File: src/rtl/key_entry_pkg.sv
// Shared key codes, default operand width and entry-FSM state encodings for the key_entry block.
package key_entry_pkg;

    localparam int unsigned OUTPUTWIDTH = 32;

    localparam logic [3:0] KEY_SIGN  = 4'hA;
    localparam logic [3:0] KEY_CLR   = 4'hB;
    localparam logic [3:0] KEY_BKSP  = 4'hC;
    localparam logic [3:0] KEY_ENTER = 4'hD;

    localparam logic [1:0] StEntry = 2'd0;
    localparam logic [1:0] StConv  = 2'd1;
    localparam logic [1:0] StHold  = 2'd2;

    function automatic logic is_digit(input logic [3:0] code);
        return code <= 4'd9;
    endfunction

endpackage

File: src/rtl/key_entry_bcd_to_bin.sv
// Reverse double-dabble core: i_ce captures a signed BCD operand, one shift per cycle follows,
// and done pulses for one cycle once o_val holds the two's-complement result.
module bcd_to_bin
    import key_entry_pkg::*;
#(
    parameter int unsigned M         = OUTPUTWIDTH,
    parameter int unsigned BCD_WIDTH = 36
) (
    input  logic                 CLK,
    input  logic                 RST_N,
    input  logic                 i_ce,
    input  logic [BCD_WIDTH-1:0] i_bcd,
    input  logic                 i_neg,
    output logic [M-1:0]         o_val,
    output logic                 done
);

    localparam int unsigned CntW = $clog2(BCD_WIDTH + 1);
    localparam int unsigned MagW = (M - 1 < BCD_WIDTH) ? M - 1 : BCD_WIDTH;

    logic [BCD_WIDTH-1:0] bcd_q, bcd_d;
    logic [BCD_WIDTH-1:0] bin_q;
    logic                 neg_q;
    logic [CntW-1:0]      cnt_q;
    logic                 run_q;
    logic                 done_q;
    logic [M-1:0]         mag;

    // Shift right, then pull every digit that crossed into the upper half back by 3.
    always_comb begin
        bcd_d = bcd_q >> 1;
        for (int g = 0; g < int'(BCD_WIDTH / 4); g++) begin
            if (bcd_d[4*g +: 4] >= 4'd8) begin
                bcd_d[4*g +: 4] = bcd_d[4*g +: 4] - 4'd3;
            end
        end
    end

    always_ff @(posedge CLK or negedge RST_N) begin
        if (!RST_N) begin
            bcd_q  <= '0;
            bin_q  <= '0;
            neg_q  <= 1'b0;
            cnt_q  <= '0;
            run_q  <= 1'b0;
            done_q <= 1'b0;
        end else if (i_ce) begin
            bcd_q  <= i_bcd;
            bin_q  <= '0;
            neg_q  <= i_neg;
            cnt_q  <= '0;
            run_q  <= 1'b1;
            done_q <= 1'b0;
        end else if (run_q) begin
            bin_q <= {bcd_q[0], bin_q[BCD_WIDTH-1:1]};
            bcd_q <= bcd_d;
            cnt_q <= cnt_q + CntW'(1);
            if (cnt_q == CntW'(BCD_WIDTH - 1)) begin
                run_q  <= 1'b0;
                done_q <= 1'b1;
            end
        end else begin
            done_q <= 1'b0;
        end
    end

    always_comb begin
        mag             = '0;
        mag[MagW-1:0]   = bin_q[MagW-1:0];
        o_val           = (neg_q && (mag != '0)) ? -mag : mag;
    end

    assign done = done_q;

endmodule

File: src/rtl/key_entry.sv
// Keypad operand entry: builds a signed BCD operand from key strobes, converts it to binary
// and offers the result through a valid/ready handshake.
module key_entry
    import key_entry_pkg::*;
#(
    parameter int unsigned M          = OUTPUTWIDTH,
    parameter int unsigned MAX_DIGITS = 9,
    parameter int unsigned BCD_WIDTH  = 4 * MAX_DIGITS
) (
    input  logic                 CLK,
    input  logic                 RST_N,
    input  logic                 key_valid,
    input  logic [3:0]           key_code,
    input  logic                 i_ready,
    output logic [M-1:0]         o_val,
    output logic                 o_valid,
    output logic                 o_busy,
    output logic [BCD_WIDTH-1:0] o_bcd,
    output logic [3:0]           o_digits,
    output logic                 o_neg,
    output logic                 error
);

    logic [1:0]           state_q, state_d;
    logic [BCD_WIDTH-1:0] bcd_q, bcd_d;
    logic [3:0]           cnt_q, cnt_d;
    logic                 neg_q, neg_d;
    logic [M-1:0]         val_q, val_d;
    logic                 valid_q, valid_d;
    logic                 error_q, error_d;
    logic                 conv_start;
    logic                 conv_done;
    logic [M-1:0]         conv_val;

    bcd_to_bin #(
        .M         (M),
        .BCD_WIDTH (BCD_WIDTH)
    ) u_bcd_to_bin (
        .CLK   (CLK),
        .RST_N (RST_N),
        .i_ce  (conv_start),
        .i_bcd (bcd_q),
        .i_neg (neg_q),
        .o_val (conv_val),
        .done  (conv_done)
    );

    always_comb begin
        state_d    = state_q;
        bcd_d      = bcd_q;
        cnt_d      = cnt_q;
        neg_d      = neg_q;
        val_d      = val_q;
        valid_d    = valid_q;
        error_d    = 1'b0;
        conv_start = 1'b0;
        case (state_q)
            StEntry: begin
                if (key_valid) begin
                    if (is_digit(key_code)) begin
                        // Leading zeros are never stored.
                        if (!(cnt_q == 4'd0 && key_code == 4'd0)) begin
                            if (cnt_q < 4'(MAX_DIGITS)) begin
                                bcd_d = {bcd_q[BCD_WIDTH-5:0], key_code};
                                cnt_d = cnt_q + 4'd1;
                            end else begin
                                error_d = 1'b1;
                            end
                        end
                    end else begin
                        case (key_code)
                            KEY_SIGN: neg_d = ~neg_q;
                            KEY_BKSP: begin
                                if (cnt_q != 4'd0) begin
                                    bcd_d = bcd_q >> 4;
                                    cnt_d = cnt_q - 4'd1;
                                end
                            end
                            KEY_CLR: begin
                                bcd_d = '0;
                                cnt_d = 4'd0;
                                neg_d = 1'b0;
                            end
                            KEY_ENTER: begin
                                conv_start = 1'b1;
                                state_d    = StConv;
                            end
                            default: ;
                        endcase
                    end
                end
            end
            StConv: begin
                if (conv_done) begin
                    val_d   = conv_val;
                    valid_d = 1'b1;
                    state_d = StHold;
                end
            end
            StHold: begin
                if (i_ready) begin
                    valid_d = 1'b0;
                    state_d = StEntry;
                    bcd_d   = '0;
                    cnt_d   = 4'd0;
                    neg_d   = 1'b0;
                end
            end
            default: state_d = StEntry;
        endcase
    end

    always_ff @(posedge CLK or negedge RST_N) begin
        if (!RST_N) begin
            state_q <= StEntry;
            bcd_q   <= '0;
            cnt_q   <= 4'd0;
            neg_q   <= 1'b0;
            val_q   <= '0;
            valid_q <= 1'b0;
            error_q <= 1'b0;
        end else begin
            state_q <= state_d;
            bcd_q   <= bcd_d;
            cnt_q   <= cnt_d;
            neg_q   <= neg_d;
            val_q   <= val_d;
            valid_q <= valid_d;
            error_q <= error_d;
        end
    end

    assign o_val    = val_q;
    assign o_valid  = valid_q;
    assign o_busy   = (state_q != StEntry);
    assign o_bcd    = bcd_q;
    assign o_digits = cnt_q;
    assign o_neg    = neg_q;
    assign error    = error_q;

endmodule
File: config.mk
export PLATFORM = sky130hd
export DESIGN_NAME = key_entry
export DESIGN_NICKNAME = d
export VERILOG_FILES = /design/src/rtl/key_entry_pkg.sv /design/src/rtl/key_entry_bcd_to_bin.sv /design/src/rtl/key_entry.sv
export SDC_FILE = /design/constraint.sdc
export NUM_CORES = 1
export LEC_CHECK = 0
export CORE_UTILIZATION = 25
export CTS_CLUSTER_DIAMETER = 100
export DETAILED_ROUTE_END_ITERATION = 8
export SYNTH_ARGS = -nofsm -noshare
export SYNTH_HDL_FRONTEND = slang
export SYNTH_SLANG_ARGS = --single-unit
export TNS_END_PERCENT = 5
File: constraint.sdc
create_clock -name CLK -period 2.84 [get_ports CLK]
set_input_delay 0.284 -clock CLK [delete_from_list [all_inputs] [get_ports CLK]]
set_output_delay 0.284 -clock CLK [all_outputs]
set_load 0.01 [all_outputs]
==> flow_summary.toml <==
[drt]
routed_via_density = 4.72
drc = 2
ant_nets = 0
post_drt_wl_per_cell_um = 14.9
drt_iter0_drc = 442
num_vias = 6246
firstDrtPassIters = 9
drt-total-wl_um = 19600

[cts]
clkTransAtPathRegs_ns = 0.06
clock_path_buffers = 2
cts_root_buf = "clkbuf_16"
numCtsBuffers = 17
cts_tree = "built"
cts_num_sinks = 158
clock_latency_ns = 0.43
htreeDepth = 4

[pwr]
p_int_w = 0.00687
power_frac_comb_pct = 40.9
netSwitchingFraction_pct = 39.5
ir_drop_v = 0.000404
switching_power_w = 0.00449
p_leak_nw = 4.30
p_per_area_nw_per_um2 = 1150
clkPwrFrac_pct = 19.7
power_frac_seq_pct = 39.4

[worst_setup_path]
rrSetupSlack_ns = 0.26
cp-start-kind = "flop"
reg2reg_from = "u_bcd_to_bin.bin_q[18]"
cp_slowest_stage_delay_ns = 0.56
critPathCaptureType = "flop"
crit_arrival_ns = 2.88
crit_path_top_delay_cell = "or4_4"
path_class = "flop to flop"
cp.required_ns = 3.14
reg2reg_depth = 7
crit_chain = "or4_4 > or4_1 > buf_4 > or3_4 > o31ai_4 > xor2_1 > o21ai_1"
crit_path_max_fanout = 7
reg2reg_to = "o_val[30]"

[sta]
fin_ws_ns = 0.255
tightest_slew_ns = 1.03
drv_slew = 0
max_freq_ghz = 0.387
relSlewSlack_pct = 31.1
hold_viol_final = 0
skew_ns = 0.00643
setup_tns_ns = 0
finalSetupViolations = 0
timing.final.crit_share_pct = 91.0
grt_setup_unrepaired = "no"
period_minus_slack_ns = 2.58

[logic_synthesis]
avgSynthCellArea_um2 = 9.48
synthArstFlopShare_pct = 100
yosysTopAreaCell = "dfrtp_1"
synth_fp_nets = 872
synthDistinctLibCells = 57
synth_warnings = 0
synthCells = 844
syn-cell-area_um2 = 8000
synth_flop_cell = "dfrtp_1"
synth_seq_cells = 158
yosysSeqAreaShare_pct = 49.4
yosysTopAreaCellShare_pct = 49.4
synth_area_leaders = "dfrtp_1, o21ai_0, nand2_1"
synth-edff-count = 0

[global_route]
grtUsageTotal_pct = 12.4
antenna_found_initial = 0
grt_max_degree = 73
grt_pass1_vias = 6101
grt_pass1_wl_um = 32600
globalRoute.totalOverflow = 0

[place]
hpwl_um = 13200
post-place-ws_ns = 0.260
port_buffers = 83
gp_congestion = 0.812

[floorplanning]
start_util_pct = 25.3
fp.dieH_um = 181
num_rows = 65
fp.dieArea_um2 = 32700
die_x_um = 181
fp.coreArea_um2 = 31600
io_pins = 84

[job]
cap_violations = 0

[layout]
final_cell_mix = "dfrtp_1, nand2_1, o21ai_0"
drive_above_1_share_pct = 6.73
fin_nets = 936
diodes = 0
final_common_cell = "dfrtp_1"
fillCellCount = 3249
syn2layout_area_growth_pct = 23.7

[status]
status = "complete, but fails checks"
violations = "DRC"

[hold_path]
hold_class = "input pin to async pin"
## logic make-up after synthesis
kind of cell / count (synthesis) / synth area share, %
AND/OR/NAND/NOR: 266 / 14.9
multiplexers: 46 / 5.79
flip-flops: 158 / 49.4
adder cells (fa/ha/maj): 20 / 3.13
buffers and inverters: 85 / 4.19
XOR/XNOR: 49 / 5.37
AO/OA/AOI/OAI: 220 / 17.2
## sequential cells by signal, indices dropped and copies added, names as in the netlist
name and count:
o_valid 1, u_bcd_to_bin.neg_q 1, state_q 2, u_bcd_to_bin.run_q 1
u_bcd_to_bin.cnt_q 6, o_val 32, o_bcd 36, o_digits 4
o_neg 1, u_bcd_to_bin.bin_q 36, u_bcd_to_bin.bcd_q 36, u_bcd_to_bin.done 1
error 1
## through the flow
stage          utilization, %  area [um2]  hold WS, ns  power, W  std cells
2_1_floorplan               -        8000      -0.0116   0.00721        844
3_3_place_gp             29.5        9310        0.333   0.00907       1290
3_5_place_dp             29.5        9310        0.336   0.00921       1290
4_1_cts                  31.3        9890        0.442    0.0115       1323
5_1_grt                  31.3        9890        0.488    0.0123       1323
6_report                 31.3        9890        0.430    0.0114       1323
## layer usage
metal	share of wire [%]	track usage (%)	routed length, um
met5	0	0	0
met4	1.6	4.51	306
met3	3.0	2.02	597
met2	48	20.3	9370
met1	48	16.4	9380
## how the worst max path moves through the flow
| stage | from | endpoint | cells after the start |
|---|---|---|---|
| global route | u_bcd_to_bin.bin_q[4] | o_val[24] | 6 |
| CTS | u_bcd_to_bin.bin_q[18] | o_val[30] | 7 |
| detailed placement | u_bcd_to_bin.bin_q[18] | o_val[30] | 7 |
| floorplan | u_bcd_to_bin.bin_q[19] | o_val[30] | 7 |
| finish | u_bcd_to_bin.bin_q[18] | o_val[30] | 7 |
| global placement | u_bcd_to_bin.bin_q[19] | o_val[30] | 7 |
## layout make-up
cell class	count	area, um2	share of cell area [%]
Clock buffer	21	450	4.55
Clock inverter	11	118	1.19
Inverter	27	101	1.02
Multi-Input combinational cell	601	3730	37.7
Sequential cell	158	3960	40.0
Tap cell	402	503	5.08
Timing Repair Buffer	103	1030	10.5
## power groups by stage
stage	Combinational (W)	Clock (W)	Sequential [W]
after floorplan	0.00297	0	0.00425
after global placement	0.00457	0	0.00450
after detailed placement	0.00469	0	0.00452
after CTS	0.00472	0.00229	0.00449
after global routing	0.00523	0.00240	0.00465
final	0.00465	0.00223	0.00448
## synthesized netlist by cell type, types with 2 or more instances
cell      instances
dfrtp_1         158
nand2_1         141
o21ai_0         116
nor2_1           58
clkbuf_1         48
mux2i_1          44
a22oi_1          30
xor2_1           29
inv_1            26
o31ai_1          23
ha_1             20
xnor2_1          20
nor3_1           13
o211ai_1         13
nor2b_1          10
o22ai_1           9
nand3_1           7
or4_1             7
a22o_1            6
buf_1             6
nor4_1            5
a21oi_1           4
o41ai_1           4
nand3b_1          3
nand4_1           3
o21ai_1           3
and2_1            2
and3_1            2
mux2_2            2
nand2b_1          2
nor3b_1           2
o311ai_0          2
or3_1             2
## what timing repair did
action,CTS,global route
hold buffers,1,0
endpoints found under the hold margin,64,0
resized for setup,0,0
setup buffers,0,0
## critical path: cells and delay by family (launching register included)
family,cells,cell delay (ns)
AOI/OAI and AO/OA,2,0.30
buffers and inverters,1,0.17
DFF,1,0.46
and+or+nand+nor,3,1.36
xor gates and xnor gates,1,0.17
(Power assumes the default switching activity.)
